File: src/rtl/board_streamer_if.sv
// board_streamer_if: cell-per-beat valid/ready stream from the board streamer to the tile renderer.
interface board_streamer_if;
  logic       out_valid;
  logic       out_ready;
  logic [3:0] out_row;
  logic [3:0] out_col;
  logic [3:0] out_value;
  logic       out_locked;
  logic       out_cursor;
  logic       out_error;
  logic       out_bad;
  logic       out_sop;
  logic       out_eop;
  modport master (
    output out_valid, out_row, out_col, out_value, out_locked, out_cursor,
           out_error, out_bad, out_sop, out_eop,
    input  out_ready
  );
  modport slave (
    input  out_valid, out_row, out_col, out_value, out_locked, out_cursor,
           out_error, out_bad, out_sop, out_eop,
    output out_ready
  );
endinterface

File: src/rtl/board_streamer.sv
// board_streamer: snapshots the packed sudoku board and streams it cell-per-beat over valid/ready.
// Define BOARD_STREAMER_CHECKSUM_EN to append an XOR-checksum trailer beat after cell 80.
module board_streamer #(
  parameter int CELLS  = 81,
  parameter int CELL_W = 5,
  parameter int GRID_N = 9
) (
  input  logic                    clk,
  input  logic                    reset,
  input  logic [CELLS*CELL_W-1:0] board,
  input  logic [3:0]              cursor_x,
  input  logic [3:0]              cursor_y,
  input  logic                    error,
  input  logic                    frame_req,
  output logic                    busy,
  output logic                    frame_done,
  board_streamer_if.master        st
);
  localparam int IW = $clog2(CELLS + 1);
`ifdef BOARD_STREAMER_CHECKSUM_EN
  typedef enum logic [1:0] {S_IDLE, S_STREAM, S_TRAILER, S_DONE} state_t;
`else
  typedef enum logic [1:0] {S_IDLE, S_STREAM, S_DONE} state_t;
`endif
  state_t                  r_state, w_next;
  logic [CELLS*CELL_W-1:0] r_board;
  logic [3:0]              r_cx, r_cy, r_row, r_col;
  logic                    r_err;
  logic [IW-1:0]           r_idx;
  logic                    w_last;
`ifdef BOARD_STREAMER_CHECKSUM_EN
  logic [3:0]              r_csum;
`endif
  assign w_last = r_idx == IW'(CELLS - 1);
  always_ff @(posedge clk or posedge reset)
    if (reset) r_state <= S_IDLE;
    else r_state <= w_next;
  always_comb begin
    w_next        = r_state;
    busy          = 1'b0;
    frame_done    = 1'b0;
    st.out_valid  = 1'b0;
    st.out_row    = 4'd0;
    st.out_col    = 4'd0;
    st.out_value  = 4'd0;
    st.out_locked = 1'b0;
    st.out_cursor = 1'b0;
    st.out_error  = 1'b0;
    st.out_bad    = 1'b0;
    st.out_sop    = 1'b0;
    st.out_eop    = 1'b0;
    case (r_state)
      S_IDLE: w_next = frame_req ? S_STREAM : S_IDLE;
      S_STREAM: begin
        busy          = 1'b1;
        st.out_valid  = 1'b1;
        st.out_row    = r_row;
        st.out_col    = r_col;
        st.out_value  = r_board[3:0];
        st.out_locked = r_board[4];
        st.out_cursor = r_row == r_cy && r_col == r_cx;
        st.out_error  = r_err;
        st.out_bad    = r_board[3:0] > 4'd9;
        st.out_sop    = r_idx == '0;
`ifdef BOARD_STREAMER_CHECKSUM_EN
        w_next        = st.out_ready && w_last ? S_TRAILER : S_STREAM;
`else
        st.out_eop    = w_last;
        w_next        = st.out_ready && w_last ? S_DONE : S_STREAM;
`endif
      end
`ifdef BOARD_STREAMER_CHECKSUM_EN
      S_TRAILER: begin
        busy         = 1'b1;
        st.out_valid = 1'b1;
        st.out_row   = 4'hf;
        st.out_col   = 4'hf;
        st.out_value = r_csum;
        st.out_error = r_err;
        st.out_eop   = 1'b1;
        w_next       = st.out_ready ? S_DONE : S_TRAILER;
      end
`endif
      S_DONE: begin
        frame_done = 1'b1;
        w_next     = S_IDLE;
      end
      default: w_next = S_IDLE;
    endcase
  end
  // The snapshot shifts down one cell per accept, so the current cell always sits in the low bits.
  always_ff @(posedge clk or posedge reset)
    if (reset) begin
      r_board <= '0;
      r_cx    <= 4'd0;
      r_cy    <= 4'd0;
      r_err   <= 1'b0;
      r_idx   <= '0;
      r_row   <= 4'd0;
      r_col   <= 4'd0;
`ifdef BOARD_STREAMER_CHECKSUM_EN
      r_csum  <= 4'd0;
`endif
    end else if (r_state == S_IDLE && frame_req) begin
      r_board <= board;
      r_cx    <= cursor_x;
      r_cy    <= cursor_y;
      r_err   <= error;
      r_idx   <= '0;
      r_row   <= 4'd0;
      r_col   <= 4'd0;
`ifdef BOARD_STREAMER_CHECKSUM_EN
      r_csum  <= 4'd0;
`endif
    end else if (r_state == S_STREAM && st.out_ready) begin
      r_board <= r_board >> CELL_W;
      r_idx   <= r_idx + IW'(1);
      r_col   <= r_col == 4'(GRID_N - 1) ? 4'd0 : r_col + 4'd1;
      r_row   <= r_col == 4'(GRID_N - 1) ? r_row + 4'd1 : r_row;
`ifdef BOARD_STREAMER_CHECKSUM_EN
      r_csum  <= r_csum ^ r_board[3:0];
`endif
    end
endmodule
File: src/flat_wrapper.sv
// flat-port wrapper written by rule: the top's interface ports become plain ports
module board_streamer_flat 
#(
  parameter int CELLS  = 81,
  parameter int CELL_W = 5,
  parameter int GRID_N = 9
)
  (clk, reset, board, cursor_x, cursor_y, error, frame_req, busy, frame_done, st_out_valid, st_out_row, st_out_col, st_out_value, st_out_locked, st_out_cursor, st_out_error, st_out_bad, st_out_sop, st_out_eop, st_out_ready);
  board_streamer_if st_i ();
  input  logic clk;
  input  logic reset;
  input  logic [CELLS*CELL_W-1:0] board;
  input  logic [3:0] cursor_x;
  input  logic [3:0] cursor_y;
  input  logic error;
  input  logic frame_req;
  output logic busy;
  output logic frame_done;
  output wire logic [$bits(st_i.out_valid)-1:0] st_out_valid;
  output wire logic [$bits(st_i.out_row)-1:0] st_out_row;
  output wire logic [$bits(st_i.out_col)-1:0] st_out_col;
  output wire logic [$bits(st_i.out_value)-1:0] st_out_value;
  output wire logic [$bits(st_i.out_locked)-1:0] st_out_locked;
  output wire logic [$bits(st_i.out_cursor)-1:0] st_out_cursor;
  output wire logic [$bits(st_i.out_error)-1:0] st_out_error;
  output wire logic [$bits(st_i.out_bad)-1:0] st_out_bad;
  output wire logic [$bits(st_i.out_sop)-1:0] st_out_sop;
  output wire logic [$bits(st_i.out_eop)-1:0] st_out_eop;
  input wire logic [$bits(st_i.out_ready)-1:0] st_out_ready;
  assign st_out_valid = st_i.out_valid;
  assign st_out_row = st_i.out_row;
  assign st_out_col = st_i.out_col;
  assign st_out_value = st_i.out_value;
  assign st_out_locked = st_i.out_locked;
  assign st_out_cursor = st_i.out_cursor;
  assign st_out_error = st_i.out_error;
  assign st_out_bad = st_i.out_bad;
  assign st_out_sop = st_i.out_sop;
  assign st_out_eop = st_i.out_eop;
  assign st_i.out_ready = st_out_ready;
  board_streamer #(.CELLS(CELLS), .CELL_W(CELL_W), .GRID_N(GRID_N)) u_core (.clk(clk), .reset(reset), .board(board), .cursor_x(cursor_x), .cursor_y(cursor_y), .error(error), .frame_req(frame_req), .busy(busy), .frame_done(frame_done), .st(st_i));
endmodule
File: config.mk
export PLATFORM = sky130hd
export DESIGN_NAME = board_streamer_flat
export DESIGN_NICKNAME = d
export VERILOG_FILES = /design/src/rtl/board_streamer_if.sv /design/src/rtl/board_streamer.sv /design/src/flat_wrapper.sv
export SDC_FILE = /design/constraint.sdc
export NUM_CORES = 1
export LEC_CHECK = 0
export CAP_MARGIN = 20
export CELL_PAD_IN_SITES_DETAIL_PLACEMENT = 2
export CELL_PAD_IN_SITES_GLOBAL_PLACEMENT = 2
export CORE_MARGIN = 1.5
export CORE_UTILIZATION = 34
export DETAILED_ROUTE_END_ITERATION = 10
export PLACE_DENSITY = 0.9
export SYNTH_ARGS = -nofsm -noshare
export SYNTH_HDL_FRONTEND = slang
export SYNTH_SLANG_ARGS = --single-unit
File: constraint.sdc
create_clock -name clk -period 37.4 [get_ports clk]
set_input_delay 9.35 -clock clk [delete_from_list [all_inputs] [get_ports clk]]
set_output_delay 9.35 -clock clk [all_outputs]
set_load 0.01 [all_outputs]
==> results_dict.tcl <==
set metrics [dict create \
    power.leakage_nw 12.1 \
    p_int_mw 1.16 \
    clkLatencyLatePin_ns 0.58 \
    port-buffer-count 438 \
    gp_congestion 0.812 \
    drt-total-wl_um 75000 \
    async_reset_ff_frac 1.00 \
    post_drt_wl_per_cell_um 24.0 \
    synth_common_cells "449 x nand2_1, 431 x dfrtp_1, 388 x a22oi_1" \
    p_sw_frac 0.365 \
    fp.dieH_um 244 \
    ys_ff_latch 431 \
    slowest_stage "buf_4" \
    path_clk_slew_ns 0.06 \
    start_kind "primary input" \
    syn_avg_cell_area_um2 10.0 \
    die_w_um 244 \
    coreArea_mm2 0.0576 \
    maxSlewHeadroom 0.240 \
    root_buffer "clkbuf_16" \
    post_cts_buffers 0 \
    critPathMaxFanout 176 \
    cts.repair.resized 0 \
    tns_ns 0 \
    fmax_mhz 77.6 \
    critPathTopFamily "buffers and inverters" \
    grt_max_degree 177 \
    initial_core_util 0.343 \
    fin_worst_skew_ns 0.0122 \
    synth_top_area_share 0.546 \
    first_pass_iters 5 \
    grt_pass1_vias 19700 \
    synth_edf_count 0 \
    grt_pass1_wl_um 116000 \
    drc_errors 0 \
    rows 88 \
    io-pin-count 439 \
    finalSetupViolCount 0 \
    cts_tree "done" \
    syn_nets 2397 \
    clock_power_share 0.283 \
    dpl.hpwl_um 47600 \
    detail-route-antenna-nets 0 \
    rsz0062_at_grt "no" \
    hold_buffers 0 \
    dr_total_vias 17400 \
    worst_slack_ns 24.52 \
    synth.area.top_cells "dfrtp_1 55%, a22oi_1 15%, nand2_1 8.5%" \
    p_total_mw 1.83 \
    synth_seq_area_share 0.546 \
    netlist_area_mm2 0.0197 \
    cp.required_ns 37.91 \
    slew_violations 0 \
    outcome "complete, no violations" \
    drv_cap 0 \
    period_share 0.344 \
    cts_made_buffers 51 \
    vdd.ir_drop.worst_v 0.0000459 \
    min_path_type "register to register" \
    crit_arrival_ns 13.39 \
    yosysTopAreaCell "dfrtp_1" \
    synthMostInstantiatedCell "nand2_1" \
    multiInputGateArea_mm2 0.00786 \
    finalCriticalPeriod_ns 12.88 \
    power.share.combinational 0.298 \
    htree_num_levels 2 \
    ys_warn_count 0 \
    seqPwrFrac 0.419 \
    overflow 0 \
    worstMarginPinSlew_ns 1.14 \
    endpoint_kind "register" \
    cpPeakStageDelay_ns 0.86 \
    worstPathCellList "clkdlybuf4s50_1, nor3b_4, buf_4, buf_12, buf_4, a22oi_1, nand2_1" \
    clock_path_buffers 3 \
    grtUsageTotal 0.247 \
    vias_per_cell 5.58 \
    netlist_instances 1974 \
    hold_violations 0 \
    clock_sinks 431 \
    path_class "primary input to register" \
    drt_iter0_markers 1196 \
    fillCellCount 5862 \
    synth_cell_type_count 41 \
    post-place-ws_ns 24.18 \
    drive_above_1_share 0.0922 \
    cpMostUsedCell "buf_4" \
    ys.flop_type "dfrtp_1" \
    antenna_found_initial 33 \
    fp.dieArea_mm2 0.0595 \
    worst-path-buf-inv 4 \
    area_growth_pct 32.1 \
    power_switching_uw 669 \
    regArea_mm2 0.0108 \
    power_density_mw_per_mm2 70.3 \
    fin_nets 2725 \
]
-- path summary, 6_finish.rpt --
kind	cells after the start	from	end	slack, ns
min in group asynchronous	2	reset	u_core.r_board[205]$_DFFE_PP0P_	9.31
worst min register to register	2	u_core.r_err$_DFFE_PP0P_	u_core.r_err$_DFFE_PP0P_	0.50
worst max register to register	6	u_core.r_state[0]$_DFF_PP0_	u_core.r_board[351]$_DFFE_PP0P_	33.24
worst max-delay path	7	frame_req	u_core.r_board[351]$_DFFE_PP0P_	24.52
max in group asynchronous	4	reset	u_core.r_board[74]$_DFFE_PP0P_	25.90
worst min-delay path	2	u_core.r_err$_DFFE_PP0P_	u_core.r_err$_DFFE_PP0P_	0.50
-- kinds of logic (layout without fill, tap and decap cells) --
logic type                 Yosys count  in the layout  synth area share
AOI/OAI and AO/OA                  432            432             0.161
xor gates and xnor gates             8              8           0.00355
adders and majority gates            5              5           0.00317
buffers and inverters              196            565            0.0559
DFF                                431            431             0.546
muxes                                2              2           0.00101
other                                0             18                 0
and+or+nand+nor                    900            900             0.229
-- power by group through the flow --
stage                     Combinational [mW]  Sequential [mW]  Clock [mW]
final                                  0.547            0.768       0.518
after global routing                   0.613            0.785       0.548
after CTS                              0.552            0.766       0.531
after detailed placement               0.538            0.767           0
after global placement                 0.494            0.753           0
after floorplan                        0.388            0.718           0
-- tightest hold or removal path: stages, from the launching register on --
cell and delay, ns:
dfrtp_1 0.35, nand2_1 0.06, nand2_1 0.06
-- per-layer routing --
metal	wire length, µm	vias up	global-route usage
met1	29400	9031	0.292
met5	202	-	0
met2	38300	426	0.426
met3	4280	181	0.0609
li1	-	7761	-
met4	2750	30	0.103
-- layout by cell type, fill, tap and decap left out, types with 3 or more instances in the layout --
cell type / count
a21oi_1: 15
a22o_1: 3
a22oi_1: 388
a31oi_1: 11
and2_1: 12
buf_16: 3
buf_4: 22
bufinv_16: 5
clkbuf_1: 9
clkbuf_16: 53
clkbuf_8: 9
clkdlybuf4s50_1: 438
clkinv_2: 15
dfrtp_1: 431
diode_2: 18
ha_1: 5
inv_1: 6
nand2_1: 449
nand3_1: 296
nand3_2: 100
nor2_1: 18
o21ai_0: 6
o31ai_1: 4
or3_1: 3
or4_1: 4
xnor2_1: 7
-- cell type report --
cell class,count,share of cell area
Sequential cell,431,0.414
Multi-Input combinational cell,1347,0.302
Timing Repair Buffer,464,0.178
Clock buffer,71,0.0569
Tap cell,765,0.0367
Clock inverter,23,0.00960
Antenna cell,18,0.00173
Inverter,7,0.00130
-- through the flow --
step | utilization | hold WS (ns) | std cells | cell area (µm²)
3_5_place_dp | 0.420 | 0.481 | 3011 | 24200
2_1_floorplan | - | 0.437 | 1974 | 19700
5_1_grt | 0.453 | 0.532 | 3124 | 26100
4_1_cts | 0.450 | 0.496 | 3105 | 25900
3_3_place_gp | 0.420 | 0.452 | 3011 | 24200
6_report | 0.453 | 0.498 | 3126 | 26100
-- sequential cells by signal (all words and copies together) (netlist names) --
name,flops
u_core.r_board,405
u_core.r_idx,7
u_core.r_col,4
u_core.r_cx,4
u_core.r_cy,4
u_core.r_row,4
u_core.r_state,2
u_core.r_err,1
Power figures use the tool's default switching activity.
